<file path="config.mk">
export PLATFORM = sky130hd
export DESIGN_NAME = pc_update_unit
export DESIGN_NICKNAME = d
export VERILOG_FILES = /design/src/rtl/pc_update_unit.sv
export SDC_FILE = /design/constraint.sdc
export NUM_CORES = 1
export LEC_CHECK = 0
export BUFFER_PORTS_ARGS = -buffer_cell sky130_fd_sc_hd__buf_2
export CAP_MARGIN = 20
export CORE_MARGIN = 2
export CORE_UTILIZATION = 38
export DETAILED_ROUTE_END_ITERATION = 7
export PLACE_DENSITY = 0.63
export SLEW_MARGIN = 20
export SYNTH_ARGS = -nofsm -noshare
export SYNTH_HDL_FRONTEND = slang
export SYNTH_SLANG_ARGS = --single-unit
</file>
<file path="constraint.sdc">
create_clock -name clk -period 2.65 [get_ports clk]
set_clock_uncertainty 0.05 [all_clocks]
set_input_delay 0.265 -clock clk [delete_from_list [all_inputs] [get_ports clk]]
set_output_delay 0.265 -clock clk [all_outputs]
set_load 0.05 [all_outputs]
</file>
<file path="src/rtl/pc_update_unit.sv">
// Program counter and next-PC select for the single-issue MIPS core.
// Ports: clk/rst_n; stall; branch/jump/jr requests -> pc, pc_plus4,
// fetch_valid, flush (one-cycle squash), addr_err/bad_addr (jr trap).
module pc_update_unit #(
    parameter logic [31:0] RESET_PC = 32'h0000_0000,
    parameter logic [31:0] TRAP_PC  = 32'h0000_0180
) (
    input  logic        clk,
    input  logic        rst_n,
    input  logic        stall,
    input  logic        branch_taken,
    input  logic [31:0] branch_pc_plus4,
    input  logic [31:0] branch_offset_sl2,
    input  logic        jump,
    input  logic [25:0] jump_index,
    input  logic        jr,
    input  logic [31:0] jr_target,
    output logic [31:0] pc,
    output logic [31:0] pc_plus4,
    output logic        fetch_valid,
    output logic        flush,
    output logic        addr_err,
    output logic [31:0] bad_addr
);

    typedef enum logic [1:0] {
        BOOT,
        RUN,
        FLUSH
    } state_t;

    state_t      state_q, state_d;
    logic [31:0] pc_q, pc_d;
    logic [31:0] bad_q, bad_d;
    logic        fv_q, fv_d;
    logic        fl_q, fl_d;
    logic        err_q, err_d;

    logic [31:0] br_tgt;
    logic [31:0] jmp_tgt;
    logic        jr_mis;

    assign pc_plus4 = pc_q + 32'd4;
    assign br_tgt   = branch_pc_plus4 + branch_offset_sl2;
    assign jmp_tgt  = {branch_pc_plus4[31:28], jump_index, 2'b00};
    assign jr_mis   = |jr_target[1:0];

    always_ff @(posedge clk or negedge rst_n) begin
        if (!rst_n) begin
            state_q <= BOOT;
            pc_q    <= RESET_PC;
            fv_q    <= 1'b0;
            fl_q    <= 1'b0;
            err_q   <= 1'b0;
            bad_q   <= 32'd0;
        end else begin
            state_q <= state_d;
            pc_q    <= pc_d;
            fv_q    <= fv_d;
            fl_q    <= fl_d;
            err_q   <= err_d;
            bad_q   <= bad_d;
        end
    end

    always_comb begin
        state_d = state_q;
        pc_d    = pc_q;
        fv_d    = fv_q;
        fl_d    = 1'b0;
        err_d   = err_q;
        bad_d   = bad_q;
        unique case (state_q)
            BOOT: begin
                state_d = RUN;
                fv_d    = 1'b1;
            end
            RUN: begin
                if (!stall) begin
                    if (jr) begin
                        fl_d    = 1'b1;
                        state_d = FLUSH;
                        if (jr_mis) begin
                            pc_d  = TRAP_PC;
                            err_d = 1'b1;
                            // keep the first offending address
                            if (!err_q) begin
                                bad_d = jr_target;
                            end
                        end else begin
                            pc_d = jr_target;
                        end
                    end else if (jump) begin
                        pc_d    = jmp_tgt;
                        fl_d    = 1'b1;
                        state_d = FLUSH;
                    end else if (branch_taken) begin
                        pc_d    = br_tgt;
                        fl_d    = 1'b1;
                        state_d = FLUSH;
                    end else begin
                        pc_d = pc_plus4;
                    end
                end
            end
            FLUSH: begin
                // requests here come from the squashed slot
                if (!stall) begin
                    pc_d    = pc_plus4;
                    state_d = RUN;
                end
            end
            default: begin
                state_d = BOOT;
            end
        endcase
    end

    assign pc          = pc_q;
    assign fetch_valid = fv_q;
    assign flush       = fl_q;
    assign addr_err    = err_q;
    assign bad_addr    = bad_q;

endmodule

</file>
==> results of run 1 <==
## cells by family (layout without fill, tap and decap cells)
group,count (synthesis),count (layout),share of synthesized area
muxes,35,35,0.0665
AOI/OAI and AO/OA,231,231,0.268
other,0,2,0
adders and majority gates,33,33,0.0714
buffers and inverters,55,309,0.0395
and+or+nand+nor,208,208,0.184
DFF,69,69,0.293
xor gates and xnor gates,52,52,0.0773
## how the worst max path moves through the flow
stage,endpoint,cells after the start,slack (ns)
CTS,pc_plus4[26],8,0.0008
global placement,pc[30]$_DFFE_PN0P_,12,-0.002
global route,pc_plus4[28],7,0.02
detailed placement,pc[30]$_DFFE_PN0P_,12,-0.1
finish,pc_plus4[29],8,0.08
floorplan,pc_plus4[24],4,-0.03
## report_power, final
| group | total (mW) | internal (mW) | switching, mW |
|---|---|---|---|
| registers | 2.03 | 1.53 | 0.504 |
| logic | 5.55 | 1.57 | 3.98 |
| clock network | 1.31 | 0.845 | 0.464 |
## repair_timing
action / 4_1_cts / 5_1_grt
buffers inserted: 0 / 2
setup endpoints to repair: 3 / 10
pin swaps: 0 / 1
resized for setup: 3 / 20
## registers in the layout (all words and copies together) (netlist names)
signal       cells
addr_err         1
bad_addr        32
fetch_valid      1
flush            1
pc              32
state_q          2
## per-stage QoR
stage,utilization,instances,area (sq um),power [mW]
after floorplan,-,683,6080,6.00
after global placement,0.505,1107,7680,7.48
after detailed placement,0.505,1107,7680,7.51
after CTS,0.527,1123,8010,8.85
after global routing,0.531,1127,8070,9.32
final,0.531,1127,8070,8.90
## synth_stat cells (all sizes together), types with 5 or more instances
library cell,n,area [sq um]
a221oi,12,105
ha,32,400
and3,17,111
nand3,22,128
a31oi,11,68.8
xnor2,25,219
buf,14,78.8
mux2,33,372
o2111ai,6,52.6
o21ai,48,240
inv,12,45.0
a21oi,43,219
and4,5,46.3
clkbuf,29,109
o21bai,5,37.5
o22ai,7,43.8
a22oi,15,113
nand2b,6,45.0
nor3,19,126
nand2,51,191
nand4,11,68.8
o21a,5,37.5
dfrtp,69,1730
or2,5,31.3
a311oi,5,43.8
nor2,52,203
o211ai,9,67.6
and2,7,46.3
xor2,27,236
a221o,9,90.1
a21o,24,180
## critical path: cells and delay by family (launching register included)
kind	cells	cell delay, ns
and+or+nand+nor	6	1.13
DFF	1	0.45
buffers and inverters	1	0.17
xor gates and xnor gates	1	0.15
## per-layer routing
layer	vias to the layer above	part of all wire	GRT usage
li1	3092	-	-
met3	29	0.071	0.0324
met4	0	0.021	0.0902
met2	261	0.45	0.390
met5	-	0	0
met1	2997	0.46	0.357
## area by class of cell
cell class | count | area share
timing repair buffer | 281 | 0.197
clock buffer | 11 | 0.0301
antenna | 2 | 0.000620
tap | 188 | 0.0291
multi-input combinational | 559 | 0.513
inverter | 12 | 0.00558
sequential | 69 | 0.216
clock inverter | 5 | 0.00930
## layout by cell type, fill, tap and decap left out, types with 24 or more instances in the layout
cell type	netlist	final
nor2_1	51	48
dfrtp_1	69	59
o21ai_0	42	42
mux2_2	33	33
a21oi_1	42	40
a21o_1	24	24
ha_1	32	32
buf_2	9	218
buf_4	2	57
nand2_1	51	51
==> impl_metrics.yaml, run 1 <==
finish:
  layout-drive-gt1-share: 0.411
  nets: 1093
  multiInputGateArea_sq_mm: 0.00414
  syn2layout_area_growth_pct: 37.0
  area.sequential_sq_mm: 0.00174
  fill_cells: 1480
sta:
  final-setup-viol-count: 0
  maxSlewHeadroom: 0.374
  fmax_mhz: 390
  worst_slack_ns: 0.0832
  finalHoldViolCount: 0
  tightest_slew_ns: 0.939
  maxSlewViolCount: 0
  min_period_ns: 2.57
  finalCritPeriodShare: 0.969
  rsz0062_at_grt: "no"
  tns_ns: 0
  holdWs_ns: 0.0159
die:
  core_area_sq_mm: 0.0152
  die_w_um: 129
  num_rows: 45
  start_util: 0.387
  die_h_um: 129
  dieArea_sq_mm: 0.0165
  io_pins: 227
hold_path:
  hold_path_class: "input port to asynchronous set/reset pin"
clocking:
  cts_hold_buffers: 0
  cts_tree: "yes"
  cts_sinks: 69
  clockRootBuffer: "clkbuf_16"
  cts_buffer_depth: 2
  insertion_delay_ns: 0.34
  cts_max_level: 3
  cts_made_buffers: 9
  clkTransAtPathRegs_ns: 0.06
setup_path:
  max_stage_delay_ns: 0.45
  slowest_stage: "dfrtp_1"
  reg2reg_from: "state_q[0]$_DFFE_PN0P_"
  cp.arrival_ns: 2.25
  critPathLaunchType: "flop"
  worst-r2r-cell-count: 8
  critPathKind: "flop to output pin"
  worstPathCellList: "and4_4 > nand3_4 > nand2b_4 > nor2_4 > and2_4 > and3_4 > xor2_4 > buf_6"
  worstSetupEndpointType: "output pin"
  required_ns: 2.34
  crit_start: "pc[11]$_DFFE_PN0P_"
  reg2reg_setup_slack_ns: 0.34
  r2r-end: "pc[21]$_DFFE_PN0P_"
  cp_max_fo: 5
drt:
  drcViolationCount: 0
  via_count: 6379
  dr.pass1.iters: 5
  wl_per_cell_um: 18.5
  ant_nets: 0
  via_per_inst: 5.66
  dr.first_iter.drc_count: 504
  routed_wl_um: 20800
pwr:
  ir_worst_vdd_v: 0.000689
  leakage_nw: 3.91
  powerDensity_mw_per_mm2: 1100
synth:
  ys_seq_area_frac: 0.293
  synth_edf_count: 0
  syn_nets: 844
  avgSynthCellArea_sq_um: 8.62
  ys_ff_latch: 69
  synth_cells: 683
  yosysWarnings: 0
  synthArstFlopShare: 1.00
  synth-main-ff-cell: "dfrtp_1"
  synth_area_sq_mm: 0.00589
  synth_cell_types: 69
global_route:
  antenna_found_initial: 2
  grt_pass1_vias: 5891
  grtUsageTotal: 0.250
  grt_start_max_net_pins: 70
  grt-ovfl-total: 0
  grt_pass1_wl_um: 32200
job:
  maxCapViolations: 0
placed_design:
  dp_hpwl_um: 16500
  preCtsSetupSlack_ns: -0.0995
  routabilityCongestion: 0.866
  port-buffer-count: 226
run_status:
  outcome: "completed"
(Power assumes the default switching activity.)
==> inputs of run 2 (changes only) <==
- SETUP_SLACK_MARGIN: default -> 0.1
==> run 2 against run 1 <==
  * Clock power about the same
  * Via count up 0.52%
  * Final area up 2.2%
  * First-iteration DRC count up 1.2%
  * Worst setup slack better by 0.052 ns
  * Critical path type unchanged
  * Critical endpoint unchanged
  * Largest cell class unchanged
  * Highest routed layer unchanged
==> impl_metrics.yaml, run 2 (synthesized netlist as in run 1, its figures left out) <==
finish:
  final_cell_mix: "buf_2 (216), buf_4 (68), dfrtp_1 (55)"
  area.sequential_sq_mm: 0.00174
  multiInputGateArea_sq_mm: 0.00424
  layout-drive-gt1-share: 0.428
  fin_util: 0.543
  syn2layout_area_growth_pct: 40.0
  fin_area_sq_mm: 0.00825
  nets: 1102
  final_common_cell: "buf_2"
  fill_cells: 1468
  final_cell_count_no_fill: 1135
sta:
  rsz0062_at_grt: "yes"
  tightest_slew_ns: 0.941
  final-setup-viol-count: 0
  maxSlewViolCount: 0
  holdWs_ns: 0.0158
  min_period_ns: 2.52
  tns_ns: 0
  finalCritPeriodShare: 0.949
  finalHoldViolCount: 0
  fmax_mhz: 398
  maxSlewHeadroom: 0.372
die:
  dieArea_sq_mm: 0.0165
  die_h_um: 129
  start_util: 0.387
  core_area_sq_mm: 0.0152
  io_pins: 227
  num_rows: 45
  die_w_um: 129
clocking:
  cts_buffer_depth: 2
  cts_tree: "yes"
  cts_max_level: 3
  clkTransAtPathRegs_ns: 0.06
  cts_sinks: 69
  cts_made_buffers: 9
  insertion_delay_ns: 0.35
  clockRootBuffer: "clkbuf_16"
setup_path:
  worst-r2r-cell-count: 6
  path_depth: 7
  path_buf_inv: 1
  reg2reg_setup_slack_ns: 0.25
  slowest_stage: "dfrtp_2"
  reg2reg_from: "state_q[0]$_DFFE_PN0P_"
  critPathLaunchType: "flop"
  worstPathCellList: "and4_4 > nand4_1 > nor2_4 > and2_4 > and3_4 > xor2_4 > buf_6"
  max_stage_delay_ns: 0.41
  cp.arrival_ns: 2.20
  crit_family: "simple AND/OR/NAND/NOR gates"
  cp_max_fo: 5
  worstSetupEndpointType: "output pin"
  r2r-end: "bad_addr[3]$_DFFE_PN0P_"
  required_ns: 2.34
  critPathKind: "flop to output pin"
global_route:
  grt-ovfl-total: 0
  grt_start_max_net_pins: 70
  grt_pass1_vias: 6032
  antenna_found_initial: 1
  grtUsageTotal: 0.253
  grt_pass1_wl_um: 32400
drt:
  dr.pass1.iters: 5
  ant_nets: 0
  via_per_inst: 5.65
  via_count: 6412
  wl_per_cell_um: 18.7
  routed_wl_um: 21300
  dr.first_iter.drc_count: 510
  drcViolationCount: 0
placed_design:
  place_area_sq_mm: 0.00768
  routabilityCongestion: 0.904
  port-buffer-count: 226
  dp_hpwl_um: 16800
  placed_cells: 1099
hold_path:
  hold_path_class: "input port to asynchronous set/reset pin"
run_status:
  outcome: "completed"
pwr:
  powerDensity_mw_per_mm2: 1110
  leakage_nw: 3.99
  ir_worst_vdd_v: 0.000791
job:
  maxCapViolations: 0
## run 2: cell count changes in the layout (fill, tap and decap cells not counted), sizes merged
cell	before	now
clkbuf	13	11
clkinvlp	0	1
buf	279	289
diode	2	1
## run 2: through the flow
stage                     setup WS [ns]  power [mW]
after floorplan                 -0.0186        6.06
after global placement            0.101        7.52
after detailed placement         0.0163        7.54
after CTS                        0.0849        9.02
after global routing             0.0609        9.61
final                             0.135        9.19
## run 2: routing by layer
layer | track usage | part of all wire | wire, um | vias up
li1 | - | - | - | 3097
met1 | 0.357 | 0.46 | 9820 | 3023
met2 | 0.404 | 0.46 | 9680 | 269
met3 | 0.0420 | 0.065 | 1370 | 23
met4 | 0.0678 | 0.018 | 379 | 0
met5 | 0 | 0 | 0 | -
## run 2: timing repair
action | in CTS | in global routing
gates resized for setup | 19 | 13
hold buffers | 0 | 0
endpoints found under the setup margin | 10 | 14
buffers inserted | 6 | 13
pin swaps | 1 | 9
## run 2: cell type report
class,instances,share of cell area
Multi-Input combinational cell,559,0.514
Sequential cell,69,0.211
Tap cell,188,0.0285
Clock buffer,10,0.0290
Antenna cell,1,0.000303
Clock inverter,6,0.0105
Inverter,12,0.00546
Timing Repair Buffer,290,0.201
## run 2: worst reg2reg max path, cell delays in order, from the launching register on
cell and delay, ns:
dfrtp_1 0.43, nand2b_1 0.23, a21oi_2 0.18, nand2_1 0.35
nor3_4 0.28, buf_4 0.36, mux2_2 0.41
## run 2: power breakdown
part	leakage (nW)	internal, mW	switching [mW]
Clock	0.158	0.848	0.491
Sequential	0.836	1.54	0.474
Combinational	2.99	1.73	4.11
Total	3.99	4.11	5.08
## run 2: worst max-delay path by stage
stage,slack [ns],endpoint,startpoint
floorplan,-0.02,pc_plus4[24],pc[3]$_DFFE_PN0P_
global placement,0.10,pc[12]$_DFFE_PN0P_,branch_pc_plus4[0]
detailed placement,0.02,pc[12]$_DFFE_PN0P_,branch_pc_plus4[0]
CTS,0.08,pc_plus4[26],pc[2]$_DFFE_PN0P_
global route,0.06,pc_plus4[29],pc[17]$_DFFE_PN0P_
finish,0.13,pc_plus4[29],pc[18]$_DFFE_PN0P_
==> inputs of run 3 (changes only) <==
- CTS_CLUSTER_SIZE: default -> 40
- REMOVE_ABC_BUFFERS: default -> 1
==> run 3 against run 2 <==
  * Critical endpoint unchanged
  * Count of clock-buffer cells in the layout unchanged
  * Final cell count down 0.35%
  * Highest routed layer is now met5
  * Worst hold slack gained 0.011 ns
  * Sequential share of layout area rose by 0.61 points
  * Critical path depth up 3
  * Clock power hardly changed
  * Non-clock buffer count fell by 5
==> impl_metrics.yaml, run 3 (synthesized netlist as in run 1, its figures left out) <==
sta:
  tightest_slew_ns: 0.953
  finalCritPeriodShare: 0.968
  maxSlewHeadroom: 0.365
  min_period_ns: 2.57
  final-setup-viol-count: 0
  holdWs_ns: 0.0266
  maxSlewViolCount: 0
  rsz0062_at_grt: "yes"
  fmax_mhz: 390
  finalHoldViolCount: 0
job:
  maxCapViolations: 0
drt:
  drcViolationCount: 0
  ant_nets: 0
  dr.pass1.iters: 5
  via_per_inst: 5.60
  routed_wl_um: 21200
  dr.first_iter.drc_count: 395
  routed-wl-met3_um: 1450
  via_count: 6333
  wl_met2_um: 10000
  wl_met1_um: 9390
  highest_layer: "met5"
  wl_per_cell_um: 18.7
die:
  start_util: 0.387
  dieArea_sq_mm: 0.0165
  core_area_sq_mm: 0.0152
  num_rows: 45
  io_pins: 227
  die_w_um: 129
  die_h_um: 129
finish:
  nets: 1097
  layout-drive-gt1-share: 0.399
  fin_util: 0.525
  final_cell_mix: "buf_2 (213), buf_4 (67), dfrtp_1 (61)"
  final_cell_count_no_fill: 1131
  fin_area_sq_mm: 0.00798
  syn2layout_area_growth_pct: 35.5
  final_common_cell: "buf_2"
setup_path:
  cp.arrival_ns: 2.25
  worstSetupEndpointType: "output pin"
  slowest_stage: "dfrtp_1"
  path_common_cell: "buf_4"
  max_stage_delay_ns: 0.38
  worstPathCellList: "buf_4 > buf_4 > nand2_2 > nor3_4 > nand2b_4 > nor2_4 > and2_4 > and3_4 > xor2_1 > buf_4"
  cp_max_fo: 5
  critPathLaunchType: "flop"
  required_ns: 2.34
  critPathKind: "flop to output pin"
pwr:
  powerDensity_mw_per_mm2: 1120
  power_mw: 8.94
  ir_worst_vdd_v: 0.000530
  leakage_nw: 3.90
clocking:
  cts_tree: "yes"
  clkTransAtPathRegs_ns: 0.06
  cts_made_buffers: 9
  cts_max_level: 3
  insertion_delay_ns: 0.34
  cts_sinks: 69
  clockRootBuffer: "clkbuf_16"
  cts_buffer_depth: 2
  cts_hold_buffers: 0
global_route:
  grt_pass1_vias: 5826
  grt_start_max_net_pins: 70
  grt_pass1_wl_um: 31800
  antenna_found_initial: 2
  grtUsageTotal: 0.248
  grt-ovfl-total: 0
placed_design:
  port-buffer-count: 226
  placed_cells: 1100
  place_area_sq_mm: 0.00744
  routabilityCongestion: 0.917
  dp_hpwl_um: 16500
hold_path:
  hold_path_class: "input port to asynchronous set/reset pin"
run_status:
  outcome: "completed"
-- run 3: changes by cell type in the layout (fill, tap and decap cells not counted), moves of 5 or more --
| cell | previous run | this run |
|---|---|---|
| xor2_4 | 6 | 0 |
| xor2_1 | 16 | 26 |
| xnor2_1 | 16 | 23 |
| xnor2_2 | 7 | 2 |
| dfrtp_1 | 55 | 61 |
| dfrtp_2 | 14 | 8 |
-- run 3: layout make-up --
type / instances / area, sq um
repair buffers: 285 / 1620
flip-flops and latches: 69 / 1740
multi-input cells: 559 / 4010
inverters: 12 / 45.0
clock inverters: 6 / 86.3
diodes: 2 / 5.00
clock buffers: 10 / 239
fillers: 1485 / 7220
well taps: 188 / 235
-- run 3: critical path: cells and delay by family, from the launching register on --
kind,cells,cell delay [ns]
and+or+nand+nor,6,0.93
xor gates and xnor gates,1,0.15
DFF,1,0.38
buffers and inverters,3,0.44
-- run 3: final timing paths --
check | startpoint | endpoint | slack [ns] | cells past startpoint
setup / recovery | pc[3]$_DFFE_PN0P_ | pc_plus4[29] | 0.08 | 10
hold / removal | rst_n | bad_addr[10]$_DFFE_PN0P_ | 0.03 | 1
setup reg to reg | pc[3]$_DFFE_PN0P_ | pc[21]$_DFFE_PN0P_ | 0.34 | 11
hold reg to reg | fetch_valid$_DFFE_PN0P_ | fetch_valid$_DFFE_PN0P_ | 0.43 | 1
max in group asynchronous | rst_n | pc[20]$_DFFE_PN0P_ | 1.84 | 1
min in group clk | jr_target[4] | bad_addr[4]$_DFFE_PN0P_ | 0.12 | 2
-- run 3: stage by stage --
stage	worst slack [ns]	setup TNS [ns]
6_report	0.0841	0
5_1_grt	0.0150	0
4_1_cts	0.122	0
3_5_place_dp	-0.0317	-0.0492
3_3_place_gp	0.0389	0
2_1_floorplan	-2.14	-84.21
-- run 3: report_power, final --
part	leakage, nW	internal [mW]	switching (mW)
Clock	0.158	0.848	0.483
Sequential	0.843	1.53	0.466
Combinational	2.90	1.57	4.05
-- run 3: routing by layer --
layer  track usage  vias to the layer above
met3        0.0324                       25
met2         0.410                      232
met5             0                        -
met4        0.0697                        2
li1              -                     3091
met1         0.343                     2983
-- run 3: what timing repair did --
| item | in CTS | in global routing |
|---|---|---|
| pin swaps | 2 | 5 |
| buffers inserted | 7 | 6 |
| endpoints found under the hold margin | 0 | 0 |
| endpoints found under the setup margin | 9 | 14 |
| resized for setup | 18 | 20 |
